## src/rtl/power_uart_framer.sv

```systemverilog
// power_uart_framer: captures each Goertzel power result and sends it to a byte-wide UART
// as a frame: SYNC, sequence number, payload bytes MSB-first, and an optional checksum.
// A result that arrives mid-frame is held in a one-deep pending buffer. A further result
// is dropped and counted.
//
// Optional feature: define FRAMER_CHECKSUM_EN to append a mod-256 checksum byte. The
// checksum covers seq and the payload, not SYNC.
//
// Ports:
//   clock, reset_n     - single clock; synchronous active-low reset
//   ready, power       - result strobe and the result it marks
//   send, data, done   - UART byte handshake (send pulse, byte, done pulse)
//   busy               - a frame is in progress
//   frame_sent         - one-cycle pulse after the last byte completes
//   overrun_count      - count of dropped results, saturating at 255
module power_uart_framer #(
  parameter int unsigned POWER_W = 64,
  parameter int unsigned BYTES   = 8,
  parameter logic [7:0]  SYNC    = 8'hA5
) (
  input  logic               clock,
  input  logic               reset_n,
  input  logic               ready,
  input  logic [POWER_W-1:0] power,
  output logic               send,
  output logic [7:0]         data,
  input  logic               done,
  output logic               busy,
  output logic               frame_sent,
  output logic [7:0]         overrun_count
);

  localparam int unsigned PayW = 8 * BYTES;
`ifdef FRAMER_CHECKSUM_EN
  localparam int unsigned NumBytes = BYTES + 3;
  // idx value at which the checksum byte is staged (all summed bytes already staged)
  localparam logic [3:0] CsumPrepIdx = 4'(BYTES + 1);
`else
  localparam int unsigned NumBytes = BYTES + 2;
`endif
  localparam logic [3:0] LastIdx = 4'(NumBytes - 1);

  typedef enum logic [1:0] {StIdle, StLoad, StSend, StWait} state_e;

  state_e          state_q, state_d;
  logic [PayW-1:0] shift_q, shift_d;
  logic [PayW-1:0] pend_data_q, pend_data_d;
  logic            pend_valid_q, pend_valid_d;
  logic [7:0]      seq_q, seq_d;
  logic [3:0]      idx_q, idx_d;
  logic [7:0]      data_q, data_d;
  logic            adv_q, adv_d;
  logic            frame_sent_q, frame_sent_d;
  logic [7:0]      ovr_q, ovr_d;
  logic [PayW-1:0] payload;

`ifdef FRAMER_CHECKSUM_EN
  logic [7:0] csum_q, csum_d;
`endif

  assign payload = power[POWER_W-1 -: PayW];

  always_comb begin
    state_d      = state_q;
    shift_d      = shift_q;
    pend_data_d  = pend_data_q;
    pend_valid_d = pend_valid_q;
    seq_d        = seq_q;
    idx_d        = idx_q;
    data_d       = data_q;
    adv_d        = 1'b0;
    frame_sent_d = 1'b0;
    ovr_d        = ovr_q;

    // Results arriving while busy (including on the final done) go to the pending slot.
    if (ready && (state_q != StIdle)) begin
      if (!pend_valid_q) begin
        pend_data_d  = payload;
        pend_valid_d = 1'b1;
      end else if (ovr_q != 8'hFF) begin
        ovr_d = ovr_q + 8'd1;
      end
    end

    unique case (state_q)
      StIdle: begin
        if (ready) begin
          shift_d = payload;
          state_d = StLoad;
        end else if (pend_valid_q) begin
          shift_d      = pend_data_q;
          pend_valid_d = 1'b0;
          state_d      = StLoad;
        end
      end
      StLoad: begin
        idx_d   = 4'd0;
        data_d  = SYNC;
        state_d = StSend;
      end
      StSend: state_d = StWait;
      StWait: begin
        // adv_q marks the cycle after an accepted done: the next byte is staged, so
        // move to SEND and ignore done here.
        if (adv_q) begin
          state_d = StSend;
        end else if (done) begin
          if (idx_q == LastIdx) begin
            frame_sent_d = 1'b1;
            seq_d        = seq_q + 8'd1;
            state_d      = StIdle;
          end else begin
            idx_d = idx_q + 4'd1;
            adv_d = 1'b1;
            if (idx_q == 4'd0) begin
              data_d = seq_q;
`ifdef FRAMER_CHECKSUM_EN
            end else if (idx_q == CsumPrepIdx) begin
              data_d = csum_q;
`endif
            end else begin
              data_d  = shift_q[PayW-1 -: 8];
              shift_d = shift_q << 8;
            end
          end
        end
      end
      default: state_d = StIdle;
    endcase
  end

  always_ff @(posedge clock) begin
    if (!reset_n) begin
      state_q      <= StIdle;
      shift_q      <= '0;
      pend_data_q  <= '0;
      pend_valid_q <= 1'b0;
      seq_q        <= 8'd0;
      idx_q        <= 4'd0;
      data_q       <= 8'd0;
      adv_q        <= 1'b0;
      frame_sent_q <= 1'b0;
      ovr_q        <= 8'd0;
    end else begin
      state_q      <= state_d;
      shift_q      <= shift_d;
      pend_data_q  <= pend_data_d;
      pend_valid_q <= pend_valid_d;
      seq_q        <= seq_d;
      idx_q        <= idx_d;
      data_q       <= data_d;
      adv_q        <= adv_d;
      frame_sent_q <= frame_sent_d;
      ovr_q        <= ovr_d;
    end
  end

`ifdef FRAMER_CHECKSUM_EN
  // Sum every staged seq/payload byte; the checksum byte itself is staged at CsumPrepIdx.
  always_comb begin
    csum_d = csum_q;
    if (state_q == StLoad) begin
      csum_d = 8'd0;
    end else if ((state_q == StWait) && !adv_q && done && (idx_q < CsumPrepIdx)) begin
      csum_d = csum_q + data_d;
    end
  end

  always_ff @(posedge clock) begin
    if (!reset_n) begin
      csum_q <= 8'd0;
    end else begin
      csum_q <= csum_d;
    end
  end
`endif

  assign send          = (state_q == StSend);
  assign busy          = (state_q != StIdle);
  assign data          = data_q;
  assign frame_sent    = frame_sent_q;
  assign overrun_count = ovr_q;

endmodule

```

## config.mk

```make
export PLATFORM = sky130hd
export DESIGN_NAME = power_uart_framer
export DESIGN_NICKNAME = d
export VERILOG_FILES = /design/src/rtl/power_uart_framer.sv
export SDC_FILE = /design/constraint.sdc
export NUM_CORES = 1
export LEC_CHECK = 0
export CORE_ASPECT_RATIO = 2
export CORE_MARGIN = 4
export CORE_UTILIZATION = 61
export DETAILED_ROUTE_END_ITERATION = 7
export PLACE_DENSITY_LB_ADDON = 0.12
export SLEW_MARGIN = 20
export SYNTH_ARGS = -nofsm -noshare
export SYNTH_HDL_FRONTEND = slang
export SYNTH_SLANG_ARGS = --single-unit
```

## constraint.sdc

```tcl
create_clock -name clock -period 4.7 [get_ports clock]
set_input_delay 0.47 -clock clock [delete_from_list [all_inputs] [get_ports clock]]
set_output_delay 0.47 -clock clock [all_outputs]
set_load 0.02 [all_outputs]
```

Word level (Yosys, flattened, before mapping)
Cells that the tools add are included.
- bits of input ports: 68
- output and inout port bits: 19
- bits in registers: 161
- word-level logic and storage cells: 71
- bitwise logic cells: 5
- add/sub/neg operators: 3
- equal/unequal tests: 12
- reduce and logical (&&, ||, !) cells: 13
- multiplexer cells: 28
- operator list (operator ; number):
    64-bit two-way mux ; 6
    64-bit case mux with 2 select lines ; 1
    8-bit two-way mux ; 4
    8-bit by 1-bit adder with 8-bit output, second input constant ; 2
    8-bit case mux with 2 select lines ; 1
    4-bit two-way mux ; 3
    2-bit two-way mux ; 5
    3-bit inequality test, second input constant ; 3
    2-bit inequality test, second input constant ; 4
    8-bit inequality test, second input constant ; 1
    2-bit case mux with 4 select lines ; 1
    4-bit case mux with 2 select lines ; 1
    4-bit AND reduction ; 2
    1-bit two-way mux ; 6
    3-bit AND reduction ; 2
    6-bit AND reduction ; 1
    2-bit nonzero test ; 3
    1-bit NOT ; 5
    4-bit by 1-bit adder with 4-bit output, second input constant ; 1
    2-bit == test, second input constant ; 2
    4-bit == test, second input constant ; 1
    4-bit zero test ; 1
    4-bit OR reduction ; 1
    2-bit by 1-bit == test with 1-bit output, second input constant ; 1
    3 further kinds ; 3

Depth between registers and ports, before layout
Gate-level depths: netlist (run 1).
- word-level depth: 6
- mapped depth: 9
- mapped depth without buffers: 6

Least setup slack after synthesis (run 1)
Ideal clock, no wire load.
- kind: reg2reg
- start point: register idx_q[0]
- end point: register shift_q[10]
- arrival time: 1536 ps
- setup time: 123 ps
- buffers on the path: 3
- period minus slack after synthesis: 1658 ps
- slack: 3042 ps
- data required time: 4577 ps
- cell stages (with the launch flop): 10
- path through: dfxtp_1 -> inv_1 -> ha_1 -> nor3b_2 -> buf_4 -> nor2_2 -> a21oi_4 -> buf_8 -> buf_12 -> mux2i_1
- cells in the longest elaborated chain, start to end: 3
- elaborated cells on any way between the ends: 5
- classes of those cells: 3 x eq/ne; 2 x reduce/logical
- RTL lines (what ; line ; text):
    from (decl) ; 50 ; logic [3:0] idx_q, idx_d;
    from (signal assigned) ; 150 ; idx_q <= idx_d;
    4-bit == test / 4-bit zero test (equally long branches) ; 108, 115 ;
    2-bit inequality test (no line) ; n/a ;
    6-bit AND reduction (no line) * ; n/a ;
    to (signal assigned) ; 146 ; shift_q <= shift_d;
    to (decl) ; 46 ; logic [PayW-1:0] shift_q, shift_d;
Every way passes the cells marked *; elsewhere a longest branch is shown, timed or not.
A chain may end at the register's enable or synchronous reset.

Final worst setup path (run 1)
- start point: register idx_q[0]
- end point: register shift_q[27]
The elaborated chain is that of the path after synthesis.

==> results of run 1 <==
sequential cells by signal, indices dropped and copies added, names as in the netlist, 2 cells and up:
name,cells
data,8
pend_data_q,64
state_q,2
seq_q,8
idx_q,4
shift_q,64
overrun_count,8
cell usage in the layout, fill, tap and decap left out, drive strengths merged, types with 5 or more instances in the layout:
cell           instances
nand2                258
dfxtp                161
mux2i                127
clkdlybuf4s50         84
a21oi                 70
o211ai                57
nor2                  21
clkbuf                18
o22ai                 13
inv                   11
nand3                 10
xnor2                  8
clkinv                 8
buf                    8
o21ai                  6
nand4                  5
nor4                   5
ha                     5
metrics by stage:
step,power [mW],setup slack (ns),util
6_report,3.45,1.74,0.730
5_1_grt,3.59,1.63,0.730
4_1_cts,3.47,1.74,0.728
3_5_place_dp,2.09,1.61,0.679
3_3_place_gp,2.06,1.71,0.679
2_1_floorplan,1.94,3.04,-
critical path, delay by kind of cell (launching register included):
family,cells,cell delay [ns]
AND/OR/NAND/NOR,2,0.88
AO/OA/AOI/OAI,1,0.74
buffers and inverters,2,0.47
flip-flops,1,0.35
multiplexers,1,0.26
adder cells (fa/ha/maj),1,0.15
report_power, final:
group          leakage, nW  total (mW)  switching [mW]  internal (mW)
Combinational         2.14       0.533           0.304          0.229
Clock                0.287        1.39           0.582          0.804
Sequential            1.31        1.53          0.0667           1.47
Total                 3.74        3.45           0.952           2.50
cell type report:
class | count | area share
tap | 147 | 0.0208
timing repair buffer | 92 | 0.105
clock buffer | 18 | 0.0496
sequential | 161 | 0.364
inverter | 9 | 0.00382
clock inverter | 14 | 0.0180
multi-input combinational | 633 | 0.439
worst min path at each step:
stage	to	cells after the start	slack, ns
after floorplan	pend_data_q[0]	2	0.44
after global placement	pend_data_q[25]	2	0.44
after detailed placement	pend_data_q[30]	2	0.45
after CTS	pend_data_q[15]	2	0.46
after global routing	pend_data_q[5]	2	0.47
final	pend_data_q[25]	2	0.45
layer usage:
metal  track usage  share of wire
met1         0.264           0.37
met2         0.471           0.55
met3        0.0459          0.032
met4         0.158          0.050
met5             0              0
kinds of logic (layout without fill, tap and decap cells):
group                      Yosys count  in the layout
and+or+nand+nor                    323            323
AOI/OAI and AO/OA                  164            164
DFF                                161            161
muxes                              131            131
buffers and inverters               79            133
xor gates and xnor gates            10             10
adders and majority gates            5              5
==> results.ini, run 1 <==
[drt]
vias = 6315
drt-initial-drc-count = 402
viasPerCell = 5.88
drt_wl_total_um = 18000
drtAntennaViolNets = 0
post_drt_wl_per_cell_um = 16.7
post-route-drc-count = 0
dr.pass1.iters = 5

[yosys]
synth_top_area_frac = 0.429
ys_ff_latch = 161
post_synth_mux_area_share = 0.175
synth_fa_ha_area_frac = 0.00833
syn-num-nets = 946
avgSynthCellArea_um2 = 8.60
synth.distinct_cells = 53
synthArstFlopShare = 0
synth.most_common_cell = nand2_1
synth.area.top_cells = dfxtp_1, mux2i_1, nand2_1, o211ai_1, a21oi_1
synth-edff-count = 0
synth_flop_cell = dfxtp_1
synthSimpleGateAreaFrac = 0.180
synth_xor_area_frac = 0.0117
synth_area_mm2 = 0.00751
synth-compound-area-share = 0.141
synthCells = 873
synth_common_cells = nand2_1, dfxtp_1, mux2i_1
post-synth-top-area-cell = dfxtp_1
synth_top_family_by_area = simple AND/OR/NAND/NOR gates
ys_warn_count = 0
yosysSeqAreaShare = 0.429

[clocking]
cts_root_buf = clkbuf_16
cts_resized = 0
postCtsHoldBufs = 0
cts_sinks = 161
h-tree-depth = 4
cts_buffer_depth = 2
numCtsBuffers = 17
clock_latency_ns = 0.42
clk_pin_slew_worst_paths_ns = 0.07
cts_setup_buffers = 0
cts_tree = built

[sta]
whs_ns = 0.452
hold_viol_final = 0
fin_skew_ns = 0.00782
setup_viol = 0
slew_headroom = 0.248
layout_min_cycle_time_ns = 2.96
tns_ns = 0
drv_slew = 0
worstMarginPinSlew_ns = 1.13
rsz0062_at_grt = false
min_period_over_period = 0.630
max_freq_ghz = 0.338

[critical_path]
reg2reg_from = idx_q[0]
cp_slowest_stage_delay_ns = 0.77
cp_slowest_cell = nor3b_2
path_class = reg2reg
crit_start = idx_q[0]
start_kind = flop
regToRegSetupSlack_ns = 1.74
endpoint = shift_q[27]
worst-path-max-fanout = 37
worst-endpoint-arrival_ns = 3.30
path_cells = inv_1 -> ha_1 -> nor3b_2 -> nor2_2 -> a21oi_4 -> buf_12 -> mux2i_1
rr_worst_depth = 7
reg2reg_to = shift_q[27]
cp_data_required_time_ns = 5.04
endpoint_kind = flop

[job]
drv_cap = 0

[grt]
antenna_found_initial = 0
overflow = 0
grt_start_max_net_pins = 115
track_usage = 0.257
grt_pass1_vias = 6200
grt_pass1_wl_um = 28900

[min_path]
hold_path_class = reg2reg
min_from = pend_data_q[25]

[floorplanning]
rows = 57
die_w_um = 86.4
initial_core_util = 0.619
core_area_mm2 = 0.0121
boundaryPins = 87
die-area_mm2 = 0.0143
chipHeight_um = 165

[power_and_ir_drop]
p_leak_nw = 3.74
p_per_area_mw_per_mm2 = 390
vdd_drop_max_mv = 0.313

[layout]
area_delta_synth_final_pct = 17.9
layout.nets = 987
multi_input_area_mm2 = 0.00389
diodes = 0
fin_area_mm2 = 0.00885
final_cells = 1074
seqCellArea_mm2 = 0.00322
fillers = 952
layout-drive-gt1-share = 0.0604

[placed_design]
port_buffers = 86
placed_cells = 1041
dpl.hpwl_um = 11800
dpl_cell_area_mm2 = 0.00823
place_congestion = 0.869

[status]
outcome = complete, no violations

No activity file was read; power rests on OpenSTA's default activity.
==> run 2, diff against run 1 <==
CORE_UTILIZATION = 51   (was 61)
clock period = 2.4 ns   (was 4.7 ns; I/O delays follow)
==> run 2 against run 1 <==
Net effect: wire length down 0.84%; power increased by 91%; clock power increased by 83%; sequential share of layout area fell by 0.42 points; non-clock buffer count up 9; clock-buffer cell count increased by 2; cell area increased by 1.2%; worst hold slack lost 0.24 ns; first-iteration DRC count down 31%; clock skew rose by 0.0017 ns; via count down 3.5%; combinational power rose by 99%; critical path type is now reg2out; highest routed layer unchanged.
==> results.ini, run 2 (same netlist as run 1, synthesis figures left out) <==
[status]
outcome = complete, no violations

[layout]
utilization = 0.621
area_delta_synth_final_pct = 19.4
fillers = 1291
final_cell_mix = nand2_1, dfxtp_1, mux2i_1
layout-drive-gt1-share = 0.0684
diodes = 0
final_common_cell = nand2_1
layout.nets = 996
reg.largest.list = pend_data_q (64), shift_q (64)

[critical_path]
path_class = reg2out
crit_buf_inv = 1
worst-path-max-fanout = 17
start_kind = flop
cp_slowest_cell = clkdlybuf4s50_1
crit_family = buffers and inverters
cp_data_required_time_ns = 2.16
worst-endpoint-arrival_ns = 1.92
endpoint_kind = output port
path_cells = or2_1 -> clkdlybuf4s50_1
cp_slowest_stage_delay_ns = 0.66

[drt]
viasPerCell = 5.40
dr.pass1.iters = 4
drtAntennaViolNets = 0
drt-initial-drc-count = 277
vias = 6092
post_drt_wl_per_cell_um = 15.8
drt_wl_total_um = 17800
post-route-drc-count = 0

[floorplanning]
initial_core_util = 0.520
core_area_mm2 = 0.0144
die_w_um = 93.8
chipHeight_um = 180
die-area_mm2 = 0.0168
boundaryPins = 87
rows = 62

[grt]
grtUsageMet2 = 0.402
use_met1 = 0.226
grt_pass1_wl_um = 29100
antenna_found_initial = 0
grt_pass1_vias = 6138
grt_start_max_net_pins = 79
track_usage = 0.217
grt.busiest_layer = met2
met3_usage = 0.0310
overflow = 0

[sta]
setup_ws_ns = 0.245
min_period_over_period = 0.898
drv_slew = 0
rsz0062_at_grt = false
worstMarginPinSlew_ns = 0.731
setup_viol = 0
fin_skew_ns = 0.00952
hold_viol_final = 0
slew_headroom = 0.513
max_freq_ghz = 0.464
tns_ns = 0
layout_min_cycle_time_ns = 2.16

[clocking]
cts_sinks = 161
cts_buffer_depth = 2
cts_root_buf = clkbuf_16
cts_tree = built
numCtsBuffers = 17
cts_setup_buffers = 0
clock_latency_ns = 0.42
clk_pin_slew_worst_paths_ns = 0.07
h-tree-depth = 4

[job]
drv_cap = 0

[power_and_ir_drop]
vdd_drop_max_mv = 0.515
p_leak_nw = 3.77
p_per_area_mw_per_mm2 = 736

[placed_design]
dpl_worst_slack_ns = 0.309
port_buffers = 86
dpl.hpwl_um = 12600
place_congestion = 0.879

[min_path]
hold_path_class = in2reg

run 2: changes by cell type in the layout (fill, tap and decap cells not counted), sizes merged:
cell,previous run,this run
clkbuf,18,20
buf,8,17
clkinvlp,2,3
clkinv,8,7
bufinv,2,1
inv,11,10
run 2: through the flow:
stage | hold WS (ns) | power, mW | std cells | cell area [um^2]
floorplan | 0.376 | 3.80 | 873 | 7510
global placement | 0.441 | 4.09 | 1096 | 8400
detailed placement | 0.446 | 4.12 | 1096 | 8400
CTS | 0.200 | 6.67 | 1128 | 8960
global route | 0.222 | 6.92 | 1128 | 8960
finish | 0.216 | 6.60 | 1128 | 8960
run 2: repair_timing:
action / 4_1_cts / 5_1_grt
resized for setup: 0 / 1
endpoints found under the setup margin: 0 / 1
hold buffers: 0 / 0
run 2: final cells by class:
type	count	area (um^2)	share of cell area
clock inverters	12	111	0.0124
multi-input cells	633	3880	0.434
flip-flops and latches	161	3220	0.360
inverters	9	33.8	0.00377
repair buffers	101	1020	0.114
clock buffers	20	447	0.0499
well taps	192	240	0.0268
run 2: worst register-to-register path, stage by stage, from the launching register on:
cell      delay [ns]
dfxtp_1         0.36
inv_1           0.11
ha_1            0.23
nand3b_4        0.11
and2_1          0.27
a21oi_4         0.19
buf_12          0.33
mux2i_1         0.30
run 2: path summary, 6_finish.rpt:
| path | from | endpoint | slack, ns | cells past startpoint |
|---|---|---|---|---|
| hold reg to reg | pend_data_q[32] | pend_data_q[32] | 0.45 | 2 |
| hold / removal | reset_n | state_q[1] | 0.22 | 3 |
| setup reg to reg | idx_q[1] | shift_q[42] | 0.43 | 7 |
| setup / recovery | state_q[1] | busy | 0.24 | 2 |
run 2: layer usage:
metal	share of wire	vias up
met2	0.55	117
met5	0	-
met3	0.031	44
met4	0.045	0
met1	0.38	2818
li1	-	3113
run 2: power by group:
part	internal [mW]	leakage (nW)	total [mW]	switching, mW
clock	1.46	0.266	2.54	1.09
sequential	2.87	1.31	2.99	0.117
combinational	0.468	2.19	1.06	0.596
total	4.80	3.77	6.60	1.80
